### config.mk
export PLATFORM = sky130hd
export DESIGN_NAME = imem_loader
export DESIGN_NICKNAME = d
export VERILOG_FILES = /design/src/rtl/imem_loader_pkg.sv /design/src/rtl/imem_loader.sv
export SDC_FILE = /design/constraint.sdc
export NUM_CORES = 1
export LEC_CHECK = 0
export CAP_MARGIN = 20
export CORE_ASPECT_RATIO = 1.1
export CORE_UTILIZATION = 46
export CTS_CLUSTER_DIAMETER = 100
export CTS_CLUSTER_SIZE = 12
export DETAILED_ROUTE_END_ITERATION = 12
export PLACE_DENSITY = 0.82
export RECOVER_POWER = 25
export SKIP_CTS_REPAIR_TIMING = 1
export SLEW_MARGIN = 25
export SYNTH_ARGS = -nofsm -noshare
export SYNTH_HDL_FRONTEND = slang
export SYNTH_SLANG_ARGS = --single-unit
### constraint.sdc
create_clock -name clk -period 2.1 [get_ports clk]
set_input_delay 0.42 -clock clk [delete_from_list [all_inputs] [get_ports clk]]
set_output_delay 0.42 -clock clk [all_outputs]
set_load 0.02 [all_outputs]
### src/rtl/imem_loader_pkg.sv
// Shared definitions for the instruction-memory loader: FSM states,
// load-stream framing constants and the word address helper.
package imem_loader_pkg;

   typedef enum logic [2:0] {
      IDLE,
      LEN_LO,
      LEN_HI,
      DATA,
      CHECK,
      DONE,
      ERR
   } state_t;

   localparam int unsigned HDR_BYTES      = 2;
   localparam int unsigned BYTES_PER_WORD = 4;

   function automatic logic [31:0] word_addr(input logic [31:0] base,
                                             input logic [15:0] count);
      return base + 32'(count) * 32'(BYTES_PER_WORD);
   endfunction

endpackage

### src/rtl/imem_loader.sv
// Byte-stream instruction-memory loader: parses LEN/payload/CHK frames,
// writes assembled words and holds the CPU in reset until a good load.
module imem_loader
   import imem_loader_pkg::*;
#(
   parameter int unsigned DEPTH_WORDS = 256,
   parameter logic [31:0] BASE_ADDR   = 32'h0000_0000
) (
   input  logic        clk,
   input  logic        reset,
   input  logic        start,
   input  logic        byte_valid,
   input  logic [7:0]  byte_data,
   output logic        byte_ready,
   output logic        imem_we,
   output logic [31:0] imem_addr,
   output logic [31:0] imem_wdata,
   output logic        cpu_reset,
   output logic        load_done,
   output logic        error,
   output logic [15:0] word_count
);

   state_t                 state, state_nx;
   logic [8*HDR_BYTES-1:0] len;
   logic [15:0]            wcnt;
   logic [1:0]             bidx;
   logic [7:0]             chk;
   logic [31:0]            wdata;
   logic                   we;
   logic                   accept;
   logic                   restart;
   logic [15:0]            len_n;

   assign accept  = byte_valid && byte_ready;
   assign restart = start && (state == IDLE || state == DONE || state == ERR);
   assign len_n   = {byte_data, len[7:0]};

   always_ff @(posedge clk) begin
      if (reset) state <= IDLE;
      else       state <= state_nx;
   end

   always_comb begin
      state_nx = state;
      unique case (state)
         IDLE, DONE, ERR: if (start) state_nx = LEN_LO;
         LEN_LO:          if (accept) state_nx = LEN_HI;
         LEN_HI: begin
            if (accept) begin
               if (32'(len_n) > DEPTH_WORDS) state_nx = ERR;
               else if (len_n == 16'd0)      state_nx = CHECK;
               else                          state_nx = DATA;
            end
         end
         // Leave DATA on the write cycle of the final word, not on its last byte.
         DATA:   if (we && (wcnt + 16'd1) == len) state_nx = CHECK;
         CHECK:  if (accept) state_nx = (byte_data == chk) ? DONE : ERR;
         default: state_nx = IDLE;
      endcase
   end

   always_comb begin
      byte_ready = 1'b0;
      cpu_reset  = 1'b1;
      load_done  = 1'b0;
      error      = 1'b0;
      unique case (state)
         LEN_LO, LEN_HI, DATA, CHECK: byte_ready = !we;
         DONE: begin
            cpu_reset = 1'b0;
            load_done = 1'b1;
         end
         ERR:     error = 1'b1;
         default: ;
      endcase
   end

   always_ff @(posedge clk) begin
      if (reset) begin
         len   <= '0;
         wcnt  <= '0;
         bidx  <= '0;
         chk   <= '0;
         wdata <= '0;
         we    <= 1'b0;
      end else begin
         we <= 1'b0;
         if (restart) begin
            wcnt <= '0;
            bidx <= '0;
            chk  <= '0;
         end
         if (accept) begin
            unique case (state)
               LEN_LO: len[7:0] <= byte_data;
               LEN_HI: len[8*HDR_BYTES-1:8] <= byte_data;
               DATA: begin
                  wdata[{bidx, 3'b000} +: 8] <= byte_data;
                  chk  <= chk ^ byte_data;
                  bidx <= bidx + 2'd1;
                  if (bidx == 2'(BYTES_PER_WORD - 1)) we <= 1'b1;
               end
               default: ;
            endcase
         end
         if (we) wcnt <= wcnt + 16'd1;
      end
   end

   assign imem_we    = we;
   assign imem_wdata = wdata;
   assign imem_addr  = word_addr(BASE_ADDR, wcnt);
   assign word_count = wcnt;

endmodule

==> Word level (Yosys, flattened, before mapping) <==
Cells that the tools add are included.
{ "word_totals": {"regBits": 78, "input_bits": 12, "output_inout_bits": 85, "elab_cells": 70} }
{ "op_classes": {"n_addsub": 3, "magnitude_cmp": 1, "n_eq_ne": 14, "shift": 2, "n_mux": 23, "bitwise_logic": 3, "reduce_logical": 16} }
{ "ops": {"columns": ["operator", "count"], "rows": [
  ["$bwmux 32", 1],
  ["$mux 16", 2],
  ["$shift 8x7->32 const A", 1],
  ["$shiftx 8x7->32", 1],
  ["$mux 8", 3],
  ["$mux 3", 7],
  ["$add 16x1->16 const B", 1],
  ["$eq 16x16->1", 1],
  ["$gt 16x9->1 const B", 1],
  ["$logic_not 16->1", 1],
  ["$pmux 3 s5", 1],
  ["$ne 2x2->1 const B", 5],
  ["$eq 3x3->1 const B", 3],
  ["$eq 8x8->1", 1],
  ["$mux 2", 4],
  ["$xor 8x8->8", 1],
  ["$neg 5->7", 1],
  ["$eq 3x2->1 const B", 2],
  ["$reduce_and 2->1", 3],
  ["$reduce_or 3->1", 2],
  ["$mux 1", 5],
  ["$reduce_and 5->1", 1],
  ["$reduce_or 4->1", 1],
  ["$eq 3x1->1 const B", 1],
  ["other kinds (8)", 12]
]} }

==> Logic depth before layout (Yosys ltp) <==
Gate-level depths: netlist of run 1.
{ "depth": {"word_depth": 7, "mapped_depth": 8, "mapped_depth_nobuf": 7} }

==> Worst setup path before layout of run 1 <==
No wires, ideal clock.
{ "synth_path": {"path_type": "reg-to-reg", "start": "register wcnt[0] (netlist: word_count[0])", "end": "register state[0]", "setup_ns": 0.137, "arrival_ns": 1.992, "t_required_ns": 1.963, "slack_ns": -0.029, "path_stages_with_launch": 8, "n_path_buf": 0, "synth_period_minus_slack_ns": 2.129, "cell_sequence": "dfxtp_1 ha_1 nand3_1 nor3_1 xnor2_1 o211ai_2 nor4_2 a211oi_1"} }
{ "synth_via": {"elab_chain_len": 5} }
{ "synth_lines": {"columns": ["element", "line", "source"], "rows": [
  ["start, declared", "imem_loader.sv:26", "logic [15:0] wcnt;"],
  ["start signal, assigned", "imem_loader.sv:107", "if (we) wcnt <= wcnt + 16'd1;"],
  ["$add 16x1->16", "imem_loader.sv:57", "DATA: if (we && (wcnt + 16'd1) == len) state_nx = CHECK;"],
  ["$eq 16x16->1", "imem_loader.sv:57", null],
  ["$logic_and 1x1->1", "imem_loader.sv:57", null],
  ["$ne 2x2->1 (no source line)", null, null],
  ["$reduce_and 5->1 (no source line)", null, null],
  ["end signal, assigned", "imem_loader.sv:41", "else state <= state_nx;"],
  ["end, declared", "imem_loader.sv:24", "state_t state, state_nx;"]
]} }
No other way between the ends.
A chain may end at the register's enable or synchronous reset.

==> Final worst setup path of run 1 <==
{ "layout_path": {"start": "register wcnt[1] (netlist: word_count[1])", "end": "register state[2]"} }
Same word-level chain as after synthesis.

==> flow_metrics.py, run 1 <==
metrics = {
    "run_status": {
        "status": "finished clean",
    },
    "drt": {
        "drtPass1Iterations": 5,
        "wl_um": 11900,
        "routedWlPerCell_um": 16.1,
        "vias": 4225,
        "drt_iter0_markers": 221,
        "vias_per_cell": 5.72,
        "drc": 0,
        "ant_nets": 0,
    },
    "synth": {
        "ys_seq_area_share_pct": 36.0,
        "ys_top_cells_by_area": "dfxtp_1, a21oi_1, buf_4, xnor2_1, nor2_1",
        "synth_seq_cells": 78,
        "synth-warning-count": 0,
        "synth_ff_type": "dfxtp_1",
        "yosysTopAreaCell": "dfxtp_1",
        "synthCells": 535,
        "async_reset_ff_share_pct": 0,
        "ys_types": 59,
        "syn_area_um2": 4330,
        "synth_top_area_share_pct": 36.0,
        "synth-edff-count": 0,
        "avgSynthCellArea_um2": 8.10,
    },
    "clock_network": {
        "clk_path_buf_depth": 2,
        "numCtsBuffers": 9,
        "clockRootBuffer": "clkbuf_8",
        "cts.clk_slew.worst_paths_ps": 90,
        "clock-sinks": 78,
        "clkLatencyLatePin_ps": 360,
        "cts_tree": "yes",
        "h-tree-depth": 3,
    },
    "critical_path": {
        "worstPathMaxFanout": 5,
        "arrival_ps": 2300,
        "max_stage_delay_ps": 390,
        "worstSetupStartpointType": "flip-flop",
        "path_class": "flip-flop to flip-flop",
        "required_ps": 2400,
        "path_delay_family": "simple AND/OR/NAND/NOR gates",
        "crit_buf_inv": 1,
        "r2r-start": "word_count[1]$_SDFFE_PP0P_",
        "critPathLaunch": "word_count[1]$_SDFFE_PP0P_",
        "crit_chain": "buf_4 > nand4_4 > or3_1 > a21oi_1 > o2111ai_1 > nor4_4 > o311a_1",
        "slowest_stage": "nor4_4",
        "cp-end-kind": "flip-flop",
    },
    "grt": {
        "global_route.usage.total_pct": 24.3,
        "grt_max_degree": 59,
        "overflow": 0,
        "antenna_found_initial": 0,
        "grt_first_pass_wirelength_um": 18800,
        "grt_pass1_vias": 3927,
    },
    "pwr": {
        "ir_drop_mv": 0.400,
        "leakagePower_nw": 2.18,
        "power.total_mw": 3.89,
        "p_per_area_nw_per_um2": 701,
    },
    "final_layout": {
        "fin_nets": 638,
        "diodes": 0,
        "drive_gt1_share_pct": 15.7,
        "areaGrowthSynthToFinish_pct": 28.2,
        "fillerInstances": 782,
        "seq_area_um2": 1570,
        "multi_input_area_um2": 2420,
    },
    "worst_hold_path": {
        "min_from": "imem_wdata[25]$_SDFFE_PP0P_",
        "hold_path_class": "flip-flop to flip-flop",
    },
    "placed_design": {
        "place_hpwl_um": 8360,
        "gp_congestion": 0.866,
        "numPortBuffers": 80,
    },
    "timing": {
        "rsz0062_at_grt": "no",
        "period_share_pct": 95.6,
        "tightest_slew_ps": 509,
        "min_period_ps": 2010,
        "slew_violations": 0,
        "skew_ps": 6.94,
        "finalSetupViolCount": 0,
        "holdWs_ps": 452,
        "hold_viol": 0,
        "max_freq_ghz": 0.498,
        "slew_headroom_pct": 65.8,
    },
    "die": {
        "io_pins": 97,
        "die_w_um": 94.6,
        "dieHeight_um": 104,
        "core_um2": 9010,
        "dieArea_um2": 9810,
        "start_util_pct": 48.1,
        "num_rows": 36,
    },
    "flow_run": {
        "cap_violations": 0,
    },
}
[logic make-up (layout without fill, tap and decap cells)]
group,count (synthesis),count (layout),synth area share (%)
muxes,10,10,2.31
other,1,16,0.0865
DFF,78,78,36.0
xor gates and xnor gates,32,32,6.47
buffers and inverters,79,153,10.5
adders and majority gates,7,7,2.02
AOI/OAI and AO/OA,124,124,16.8
and+or+nand+nor,204,204,25.7
[cell usage after synthesis, types with 2 or more instances]
cell type  instances
nor2_1            47
o2111ai_1          3
buf_4             38
inv_1              6
a211oi_1           4
and3b_1            2
nor4_1             2
nor4_2             2
buf_2              8
nand4_2            2
ha_1               7
o21ai_0           22
and2_1             4
and4_1             4
dfxtp_1           78
nand3b_1          15
clkbuf_1          23
nand2_1           46
nor2b_1            3
and3_1             3
xor2_1            11
o21ai_1            8
a21oi_1           60
nand4_1           28
a22oi_1           10
mux2i_1           10
nand3_1           19
nand2b_1           5
buf_1              3
nor3_1             6
a31oi_1            3
or3_1              4
nor3b_1            3
xnor2_1           21
[worst register-to-register path, stage by stage (launching register included)]
cell and delay (ps):
dfxtp_2 370, buf_4 140, nand4_4 120, or3_1 370, a21oi_1 160, o2111ai_1 210, nor4_4 390, o311a_1 190
[power by group]
group          internal (mW)  switching (mW)  leakage (nW)
logic                  0.440           0.647          1.44
clock network          0.588           0.591         0.103
registers               1.55          0.0741         0.634
[cell type report]
cell class	instances	share of cell area [%]
multi-input cells	393	43.5
flip-flops and latches	78	28.3
repair buffers	131	21.5
well taps	114	2.57
clock buffers	10	2.48
clock inverters	6	1.24
inverters	6	0.405
[metal layers]
metal,wire [um],share of wire (%),GRT usage [%],up-vias
li1,-,-,-,2016
met1,5060,43,30.7,1982
met3,779,6.6,5.51,40
met5,0,0,0,-
met2,5560,47,38.0,187
met4,455,3.8,12.6,0
[worst paths after layout]
path                            endpoint  slack (ps)  cells after the start
max reg2reg        state[2]$_SDFFE_PP0P_          90                      7
min          imem_wdata[25]$_SDFFE_PP0P_         450                      2
max                state[2]$_SDFFE_PP0P_          90                      7
min reg2reg  imem_wdata[25]$_SDFFE_PP0P_         450                      2
[sequential cells by signal (all words and copies together), names as in the netlist]
signal	cells
bidx	2
chk	8
imem_wdata	32
imem_we	1
len	16
state	3
word_count	16
[placed cells by master (no fill, tap or decap), types with 5 or more instances in the layout]
| cell type | n |
|---|---|
| a22oi_1 | 10 |
| nand2b_1 | 5 |
| o21ai_0 | 25 |
| nand3_1 | 19 |
| dfxtp_2 | 8 |
| nand3b_1 | 15 |
| nor2_1 | 47 |
| xor2_1 | 11 |
| clkdlybuf4s50_1 | 60 |
| dlygate4sd3_1 | 15 |
| a21oi_1 | 59 |
| ha_1 | 7 |
| nand4_1 | 28 |
| xnor2_1 | 21 |
| mux2i_1 | 10 |
| clkbuf_8 | 10 |
| inv_1 | 6 |
| nand2_1 | 46 |
| buf_4 | 48 |
| nor3_1 | 5 |
| dfxtp_1 | 70 |
| conb_1 | 16 |
[metrics by stage]
step	setup slack, ps	area [um^2]	TNS, ps	instances	utilization, %
3_5_place_dp	-330	5290	-5520	722	58.7
6_report	92.3	5560	0	738	61.7
5_1_grt	0.392	5560	0	738	61.7
3_3_place_gp	-175	5290	-2940	722	58.7
4_1_cts	-94.2	5500	-373	738	61.0
2_1_floorplan	17.8	4390	0	550	-
No activity file was read; power rests on OpenSTA's default activity.
==> inputs of run 2 (changes only) <==
--- a/config.mk
+++ b/config.mk
@@ -14,7 +14,7 @@
 export PLACE_DENSITY = 0.82
 export RECOVER_POWER = 25
 export SKIP_CTS_REPAIR_TIMING = 1
-export SLEW_MARGIN = 25
+export SLEW_MARGIN = 20
 export SYNTH_ARGS = -nofsm -noshare
 export SYNTH_HDL_FRONTEND = slang
 export SYNTH_SLANG_ARGS = --single-unit
==> results of run 2 <==
Final layout, timing and power as in run 1 (identical DEF).
==> inputs of run 3 (changes only) <==
--- a/config.mk
+++ b/config.mk
@@ -7,11 +7,11 @@
 export LEC_CHECK = 0
 export CAP_MARGIN = 20
 export CORE_ASPECT_RATIO = 1.1
-export CORE_UTILIZATION = 46
+export CORE_UTILIZATION = 55
 export CTS_CLUSTER_DIAMETER = 100
-export CTS_CLUSTER_SIZE = 12
+export CTS_CLUSTER_SIZE = 10
 export DETAILED_ROUTE_END_ITERATION = 12
-export PLACE_DENSITY = 0.82
+export PLACE_DENSITY = 0.91
 export RECOVER_POWER = 25
 export SKIP_CTS_REPAIR_TIMING = 1
 export SLEW_MARGIN = 20
==> constraint.sdc (replaced) <==
create_clock -name clk -period 2.53 [get_ports clk]
set_input_delay 0.506 -clock clk [delete_from_list [all_inputs] [get_ports clk]]
set_output_delay 0.506 -clock clk [all_outputs]
set_load 0.02 [all_outputs]
==> run 3 against run 2 <==
Against the previous run: hold slack got worse by 91 ps; combinational power shrank 21%; core utilization grew 8.9 points; first-iteration DRC count grew 53%; routed wire length is 1.7% lower; final area down 4.0%; global-route usage rose by 5.2 points.
==> flow_metrics.py, run 3 (synthesis results as in run 1) <==
metrics = {
    "drt": {
        "ant_nets": 0,
        "routedWlPerCell_um": 16.6,
        "drc": 0,
        "vias": 4153,
        "drt_iter0_markers": 339,
        "drtPass1Iterations": 5,
        "vias_per_cell": 5.90,
        "wl_um": 11700,
    },
    "grt": {
        "grt_pass1_vias": 3910,
        "grt_max_degree": 72,
        "global_route.usage.total_pct": 29.5,
        "overflow": 0,
        "antenna_found_initial": 0,
        "grt_first_pass_wirelength_um": 19100,
    },
    "flow_run": {
        "cap_violations": 0,
    },
    "final_layout": {
        "diodes": 0,
        "largest_reg_flops": 32,
        "fillerInstances": 558,
        "finish.instance_area_um2": 5330,
        "post-route-util_pct": 70.6,
        "final_common_cell": "dfxtp_1",
        "mostFrequentLayoutCells": "dfxtp_1, a21oi_1, clkdlybuf4s50_1",
        "drive_gt1_share_pct": 9.35,
        "areaGrowthSynthToFinish_pct": 23.0,
        "fin_nets": 613,
    },
    "timing": {
        "period_share_pct": 95.8,
        "slew_violations": 0,
        "slew_headroom_pct": 48.8,
        "skew_ps": 9.46,
        "min_period_ps": 2420,
        "max_freq_ghz": 0.412,
        "finalSetupViolCount": 0,
        "hold_viol": 0,
        "rsz0062_at_grt": "no",
        "setup-tns-final_ps": 0,
        "tightest_slew_ps": 769,
    },
    "worst_hold_path": {
        "hold-path-endpoint": "word_count[11]$_SDFFE_PP0P_",
        "hold_path_class": "primary input to flip-flop",
        "hold_depth": 2,
        "min_from": "reset",
    },
    "run_status": {
        "status": "finished clean",
    },
    "clock_network": {
        "clock-sinks": 78,
        "clk_path_buf_depth": 2,
        "cts_tree": "yes",
        "cts.clk_slew.worst_paths_ps": 80,
        "clkLatencyLatePin_ps": 360,
        "numCtsBuffers": 9,
        "h-tree-depth": 3,
        "clockRootBuffer": "clkbuf_8",
    },
    "die": {
        "die_w_um": 86.6,
        "dieHeight_um": 95.1,
        "num_rows": 33,
        "start_util_pct": 57.4,
        "io_pins": 97,
        "dieArea_um2": 8240,
        "core_um2": 7560,
    },
    "placed_design": {
        "numPortBuffers": 80,
        "place_hpwl_um": 8020,
        "dpl_cell_area_um2": 5080,
        "gp_congestion": 0.929,
    },
    "critical_path": {
        "cp-end-kind": "output port",
        "path_class": "flip-flop to output port",
        "r2r-start": "word_count[1]$_SDFFE_PP0P_",
        "reg2reg_to": "state[1]$_SDFFE_PP0P_",
        "worstSetupStartpointType": "flip-flop",
        "worstPathMaxFanout": 16,
        "slowest_stage": "dfxtp_1",
        "critPathLaunch": "state[2]$_SDFFE_PP0P_",
        "worst-r2r-cell-count": 7,
        "crit_chain": "and3b_1 > clkdlybuf4s50_1",
        "arrival_ps": 1920,
        "reg2reg_slack_ps": 270,
        "max_stage_delay_ps": 650,
        "required_ps": 2020,
    },
    "pwr": {
        "ir_drop_mv": 0.404,
        "p_per_area_nw_per_um2": 636,
        "leakagePower_nw": 2.03,
        "power.total_mw": 3.39,
    },
}
==> run 3: changes by cell type in the layout (fill, tap and decap cells not counted), moves of 3 or more <==
cell	delta
buf_4	-23
dlygate4sd3_1	+11
dfxtp_1	+8
dfxtp_2	-8
clkdlybuf4s50_1	-7
dlymetal6s2s_1	-4
o21ai_1	+4
o21ai_0	-3
==> run 3: through the flow <==
stage	setup slack (ps)	std cells	hold slack [ps]
2_1_floorplan	401	550	460
3_3_place_gp	132	688	441
3_5_place_dp	74.2	688	446
4_1_cts	112	704	349
5_1_grt	30.9	704	360
6_report	105	704	361
==> run 3: critical path, delay by kind of cell (launching register included) <==
family	cells	cell delay (ps)
buffers and inverters	1	620
and+or+nand+nor	1	300
DFF	1	650
==> run 3: power by group <==
group / switching [mW] / total (mW) / leakage, nW / internal (mW)
combinational: 0.519 / 0.858 / 1.28 / 0.339
clock: 0.483 / 1.17 / 0.120 / 0.685
sequential: 0.0769 / 1.36 / 0.630 / 1.29
==> run 3: how the worst max path moves through the flow <==
stage          slack [ps]                    end  cells after the start
6_report              110                  error                      2
2_1_floorplan         400  state[0]$_SDFFE_PP0P_                      7
3_5_place_dp           70  state[1]$_SDFFE_PP0P_                      7
4_1_cts               110                  error                      2
3_3_place_gp          130  state[0]$_SDFFE_PP0P_                      7
5_1_grt                30             byte_ready                      3
==> run 3: metal layers <==
layer	track usage (%)	share of wire [%]	up-vias
li1	-	-	1967
met1	36.7	40	1924
met2	48.9	49	229
met3	4.59	8.2	33
met4	16.1	3.0	0
met5	0	0	-
==> run 3: final cells by class <==
class,count,area (um^2),area share (%)
Clock buffer,11,141,2.65
Tap cell,105,131,2.46
Timing Repair Buffer,106,987,18.5
Clock inverter,5,106,1.99
Multi-Input combinational cell,393,2380,44.7
Sequential cell,78,1560,29.3
Inverter,6,22.5,0.422
